--- config.mk ---
export PLATFORM = sky130hd
export DESIGN_NAME = key_repeat_filter
export DESIGN_NICKNAME = d
export VERILOG_FILES = /design/src/rtl/tetris_pkg.sv /design/src/rtl/key_repeat_filter.sv
export SDC_FILE = /design/constraint.sdc
export NUM_CORES = 1
export LEC_CHECK = 0
export ABC_AREA = 1
export ABC_CLOCK_PERIOD_IN_PS = 4300
export CORE_MARGIN = 1
export CORE_UTILIZATION = 45
export CTS_BUF_LIST = sky130_fd_sc_hd__clkbuf_2 sky130_fd_sc_hd__clkbuf_4 sky130_fd_sc_hd__clkbuf_8
export CTS_CLUSTER_SIZE = 10
export DETAILED_ROUTE_END_ITERATION = 10
export PLACE_DENSITY = 0.67
export SLEW_MARGIN = 20
export SYNTH_ARGS = -nofsm -noshare
export SYNTH_HDL_FRONTEND = slang
export SYNTH_SLANG_ARGS = --single-unit
--- constraint.sdc ---
create_clock -name Clk -period 4.3 [get_ports Clk]
set_input_delay 0.86 -clock Clk [delete_from_list [all_inputs] [get_ports Clk]]
set_output_delay 0.86 -clock Clk [all_outputs]
set_load 0.02 [all_outputs]
--- src/rtl/tetris_pkg.sv ---
// Shared Tetris definitions: keyboard keycodes, key-repeat FSM states and
// the classification of keys that auto-repeat while held.
package tetris_pkg;

  localparam logic [7:0] KEY_NONE     = 8'h00;
  localparam logic [7:0] KEY_LEFT     = 8'h04;
  localparam logic [7:0] KEY_RIGHT    = 8'h07;
  localparam logic [7:0] KEY_SOFTDROP = 8'h16;
  localparam logic [7:0] KEY_ROTATE   = 8'h1A;
  localparam logic [7:0] KEY_SWAP     = 8'h06;

  typedef enum logic [1:0] {
    IDLE,
    DELAY,
    REPEAT,
    HOLD
  } key_rep_state_t;

  // Movement keys auto-repeat; every other nonzero code fires once per press.
  function automatic logic is_repeatable(input logic [7:0] key);
    return (key == KEY_LEFT) || (key == KEY_RIGHT) || (key == KEY_SOFTDROP);
  endfunction

endpackage

--- src/rtl/key_repeat_filter.sv ---
// Turns the raw held keycode into single-cycle action pulses: one pulse per
// press, plus DAS/ARR frame-timed auto-repeat for movement keys.
module key_repeat_filter
  import tetris_pkg::*;
#(
  parameter int DAS_FRAMES = 10,
  parameter int ARR_FRAMES = 3,
  parameter int CNT_W      = 6
) (
  input  logic       Clk,
  input  logic       reset,
  input  logic [7:0] keycode_in,
  input  logic       frame_tick,
  input  logic       block_input,
  output logic [7:0] keycode,
  output logic       is_repeat
);

  localparam logic [CNT_W-1:0] DAS_LAST = CNT_W'(DAS_FRAMES - 1);
  localparam logic [CNT_W-1:0] ARR_LAST = CNT_W'(ARR_FRAMES - 1);

  logic [7:0]       key_q;
  logic [7:0]       key_prev;
  key_rep_state_t   state;
  key_rep_state_t   state_next;
  logic [CNT_W-1:0] count;
  logic             count_clr;
  logic             count_inc;
  logic             emit;
  logic             emit_repeat;

  always_ff @(posedge Clk or posedge reset) begin
    if (reset) begin
      key_q    <= KEY_NONE;
      key_prev <= KEY_NONE;
      state    <= IDLE;
    end else begin
      key_q    <= keycode_in;
      key_prev <= key_q;
      state    <= state_next;
    end
  end

  // Release and new press override any state and swallow a coincident tick.
  always_comb begin
    state_next  = state;
    count_clr   = 1'b0;
    count_inc   = 1'b0;
    emit        = 1'b0;
    emit_repeat = 1'b0;
    if (key_q == KEY_NONE) begin
      state_next = IDLE;
      count_clr  = 1'b1;
    end else if (key_q != key_prev) begin
      emit       = 1'b1;
      count_clr  = 1'b1;
      state_next = is_repeatable(key_q) ? DELAY : HOLD;
    end else if (frame_tick) begin
      case (state)
        DELAY: begin
          if (count == DAS_LAST) begin
            emit        = 1'b1;
            emit_repeat = 1'b1;
            count_clr   = 1'b1;
            state_next  = REPEAT;
          end else begin
            count_inc = 1'b1;
          end
        end
        REPEAT: begin
          if (count == ARR_LAST) begin
            emit        = 1'b1;
            emit_repeat = 1'b1;
            count_clr   = 1'b1;
          end else begin
            count_inc = 1'b1;
          end
        end
        default: ;
      endcase
    end
  end

  always_ff @(posedge Clk or posedge reset) begin
    if (reset) begin
      count <= '0;
    end else if (count_clr) begin
      count <= '0;
    end else if (count_inc) begin
      count <= count + 1'b1;
    end
  end

  // Blocked pulses are dropped outright; the FSM above never sees block_input.
  always_ff @(posedge Clk or posedge reset) begin
    if (reset) begin
      keycode   <= KEY_NONE;
      is_repeat <= 1'b0;
    end else begin
      keycode   <= (emit && !block_input) ? key_q : KEY_NONE;
      is_repeat <= emit_repeat && !block_input;
    end
  end

endmodule

### Word-level counts from Yosys, hierarchy flattened

Index checks and enable logic that the tools add are counted.

* add/sub/neg operators: 1
* $mul: 0
* div/mod/pow operators: 0
* magnitude comparators: 0
* equal/unequal tests: 8
* shift operators: 0
* muxes and demuxes: 24
* bitwise logic cells: 0
* reduce and logical (&&, ||, !) cells: 11

Operators by type and width (count)
* 8-bit by 3-bit == test with 1-bit output (second input constant): 2
* 1-bit two-way mux: 13
* 2-bit two-way mux: 6
* 6-bit two-way mux: 2
* 3-bit nonzero test: 3
* 8-bit by 5-bit == test with 1-bit output (second input constant): 1
* 8-bit logical NOT: 1
* 8-bit two-way mux: 1
* 8-bit inequality test: 1
* 6-bit by 1-bit adder with 6-bit output (second input constant): 1
* 6-bit by 2-bit == test with 1-bit output (second input constant): 1
* 6-bit by 4-bit == test with 1-bit output (second input constant): 1
* 1-bit case mux with 2 select lines: 2
* 3-bit AND reduction: 1
* 2-bit by 1-bit == test with 1-bit output (second input constant): 1
* 2-bit == test (second input constant): 1
* 1-bit logical AND: 2
* 1-bit logical OR: 2
* 2-bit nonzero test: 1
* 1-bit logical NOT: 1

* register bits: 33
* latch bits: 0
* memory bits (writable): 0
* ROM bits: 0
* output and inout port bits: 9
* logic and storage cells: 50
* memories: 0

### Logic depth before layout (Yosys ltp)

* word-level depth: 8
* gate-level depth with buffers: 12

### Least setup slack after synthesis

No wires, ideal clock.

* path kind: in2reg
* from: input frame_tick
* to: register keycode[0]
* arrival time: 1491 ps
* data required time: 4227 ps
* setup slack: 2736 ps
* stages: 6
* buffers on the path: 0
* path through: inv_1 > nor2_2 > nand2_1 > nand2_1 > nand3_2 > nor2_1

* cells in the longest elaborated chain, start to end: 5

RTL lines
* start, declared: RTL line key_repeat_filter.sv:13 `input logic frame_tick,`
* 1-bit two-way mux: RTL line key_repeat_filter.sv:58 `end else if (frame_tick) begin`
* 1-bit two-way mux: RTL line key_repeat_filter.sv:54 `end else if (key_q != key_prev) begin`
* 1-bit two-way mux: RTL line key_repeat_filter.sv:51 `if (key_q == KEY_NONE) begin`
* 1-bit logical AND: RTL line key_repeat_filter.sv:100 `keycode <= (emit && !block_input) ? key_q : KEY_NONE;`
* 8-bit two-way mux: RTL line key_repeat_filter.sv:100
* end signal, assigned: RTL line key_repeat_filter.sv:100
* end, declared: RTL line key_repeat_filter.sv:15 `output logic [7:0] keycode,`

Every way passes these cells.
A chain may end at the register's enable or synchronous reset.

### Worst setup path in the final report

* from: register keycode[2]
* to: output keycode[2]

No word-level cell between the ends.

==> results.txt <==
Critical path required time: 3.44 ns
Crit path depth: 1
Largest net degree at the start of global routing: 34
# diodes: 0
GRT Overall Usage: 17.4%
P_leak: 0.920 nW
Root buffer cell: clkbuf_4
Depth of the CTS H-tree: 2
CTS sink cnt: 33
First-pass GRT wire length: 4.64 mm
# DRC: 0
Fmax: 466 MHz
RSZ-0062 raised after global routing: false
Number of synthesized register bits: 33
Crit Path Category: register to output pin
WL final: 2.67 mm
Post-synth EDFFs: 0
Synth Flop Type: dfrtp_1
Maximum vdd drop: 224 uV
Die footprint: 0.00378 mm2
Postcts setup bufs: 0
HP Class: register to register
CTS Buf Count: 5
PwrDens: 286 mW/mm2
Slowest stage cell, crit path: clkdlybuf4s50_1
Final setup viols: 0
Synthesized cell area: 0.00159 mm2
Clock Tree Buf Depth: 2
Period minus WS final: 2.14 ns
Synth warn: 0
Commonest cells post-synth: nand2_1, dfrtp_1, inv_1
Critical path, cell by cell: clkdlybuf4s50_1
TritonCTS clock tree: built
Final Net Count: 240
Top post-synthesis cells by area: dfrtp_1, nand2_1, inv_1
Outcome: finished, final reports clean
Starting Density: 47.4%
Syn-to-layout area delta: 19.3%
Synth async-reset ratio: 100%
Reg2reg start: state[0]$_DFFE_PP0P_
CP top delay family: buffers and inverters
DR pass1 iterations: 4
Crit path DAT: 1.28 ns
Clock-pin slew on the worst setup and hold paths: 0.10 ns
Sequential share of the synthesized area: 51.8%
Global placement routability congestion: 0.861
Drt wl/cell: 9.96 um
Synthesized Nets: 212
Buffers on Ports: 20
Post_cts resized: 0
Count leader, synth: nand2_1
Worst r2r path cells: 7
Critical Path Fanout Max: 1
Die Wd: 61.5 um
Slew HR: 72.7%
Via/cell ratio: 4.59
WHS Path Cells: 0
Worst-Skew Late Latency: 0.34 ns
Detailed-route via count: 1,230
Setup crit start: keycode[2]$_DFF_PP0_
Number of global-route vias before repair: 1,167
Grt ovf: 0
Slew @ Worst Pin: 0.410 ns
Largest area contributor in the netlist: dfrtp_1
Fin. Hold Viols: 0
Final max-slew violation count: 0
Dpl cell area: 0.00186 mm2
Buf+Inv Stages, Crit Path: 1
Layout cells sized above 1: 9.91%
Post-route design area: 0.00190 mm2
Final TNS setup: 0 ns
HPWL Detailed: 2.00 mm
Final core occ: 56.5%
Die Y: 61.5 um
Final period util: 49.9%
DRT iter0 DRCs: 43
Antenna violations before repair: 0
Hold slack: 0.401 ns
Hold buffers post-CTS: 0
CP max stage delay: 0.60 ns
Layout Skew: 0.0101 ns
Worst hold start: key_q[6]$_DFF_PP0_
R2R Setup Slk: 2.67 ns
Share of the synthesized area in the top cell type: 51.8%
Ports: 21
Maxcap violations: 0
Worst Setup End Kind: output pin
Core area: 0.00336 mm2
Syn avg cell area: 8.17 um2
Worst setup SP type: register
Distinct cell type count after synthesis: 20
Num rows: 21
Routed Antenna Nets: 0
Post-Synthesis Cells: 195
## stage by stage
stage                     instances  total power [mW]  worst slack [ns]
after floorplan                 195             0.371              2.72
after global placement          262             0.397              2.09
after CTS                       268             0.554              2.12
after global routing            268             0.576              2.09
final                           268             0.545              2.16
after detailed placement        262             0.398              2.05
## path summary, 6_finish.rpt
check | to
min in group asynchronous | count[0]$_DFFE_PP0P_
setup reg to reg | keycode[7]$_DFF_PP0_
max in group asynchronous | key_q[6]$_DFF_PP0_
setup / recovery | keycode[2]
hold reg to reg | key_prev[6]$_DFF_PP0_
hold / removal | key_prev[6]$_DFF_PP0_
## cell usage in the layout (no fill, tap or decap), types with 2 or more instances in the layout
cell / instances
nand2_1: 55
nand3_1: 5
nand4_1: 5
nand3_2: 2
nor3_1: 6
inv_2: 4
xnor2_1: 3
nor2_4: 2
nor2_2: 2
ha_1: 5
clkdlybuf4s50_1: 20
clkbuf_4: 5
a21oi_1: 2
nor2_1: 26
xor2_1: 3
dfrtp_1: 33
inv_1: 32
o21ai_0: 4
nand2_2: 3
## sequential cells by signal (all words and copies together) (netlist names)
name       cells
count          6
is_repeat      1
key_prev       8
key_q          8
keycode        8
state          2
## where the power goes
part           internal [mW]  switching [mW]  total (mW)
clock network         0.0566          0.0975       0.154
registers              0.322         0.00900       0.331
logic                 0.0274          0.0325      0.0598
## final cells by class
| type | count | area (um2) |
|---|---|---|
| Fill cell | 351 | 1460 |
| Sequential cell | 33 | 826 |
| Multi-Input combinational cell | 126 | 633 |
| Timing Repair Buffer | 21 | 208 |
| Inverter | 36 | 135 |
| Tap cell | 46 | 57.6 |
| Clock buffer | 5 | 37.5 |
| Clock inverter | 1 | 5.00 |
## routing by layer
| layer | up-vias | share of wire [%] | global-route usage [%] |
|---|---|---|---|
| li1 | 644 | - | - |
| met1 | 561 | 44 | 19.5 |
| met2 | 17 | 50 | 30.1 |
| met3 | 8 | 3.9 | 6.30 |
| met4 | 0 | 1.8 | 6.67 |
| met5 | - | 0 | 0 |
## cells by family after synthesis
kind of cell / Yosys count / synth area share [%]
xor+xnor: 6 / 3.30
simple gates: 108 / 30.1
compound gates: 7 / 2.36
buf+inv: 36 / 8.48
fa+ha+maj: 5 / 3.92
flops: 33 / 51.8
(Power assumes the default switching activity.)
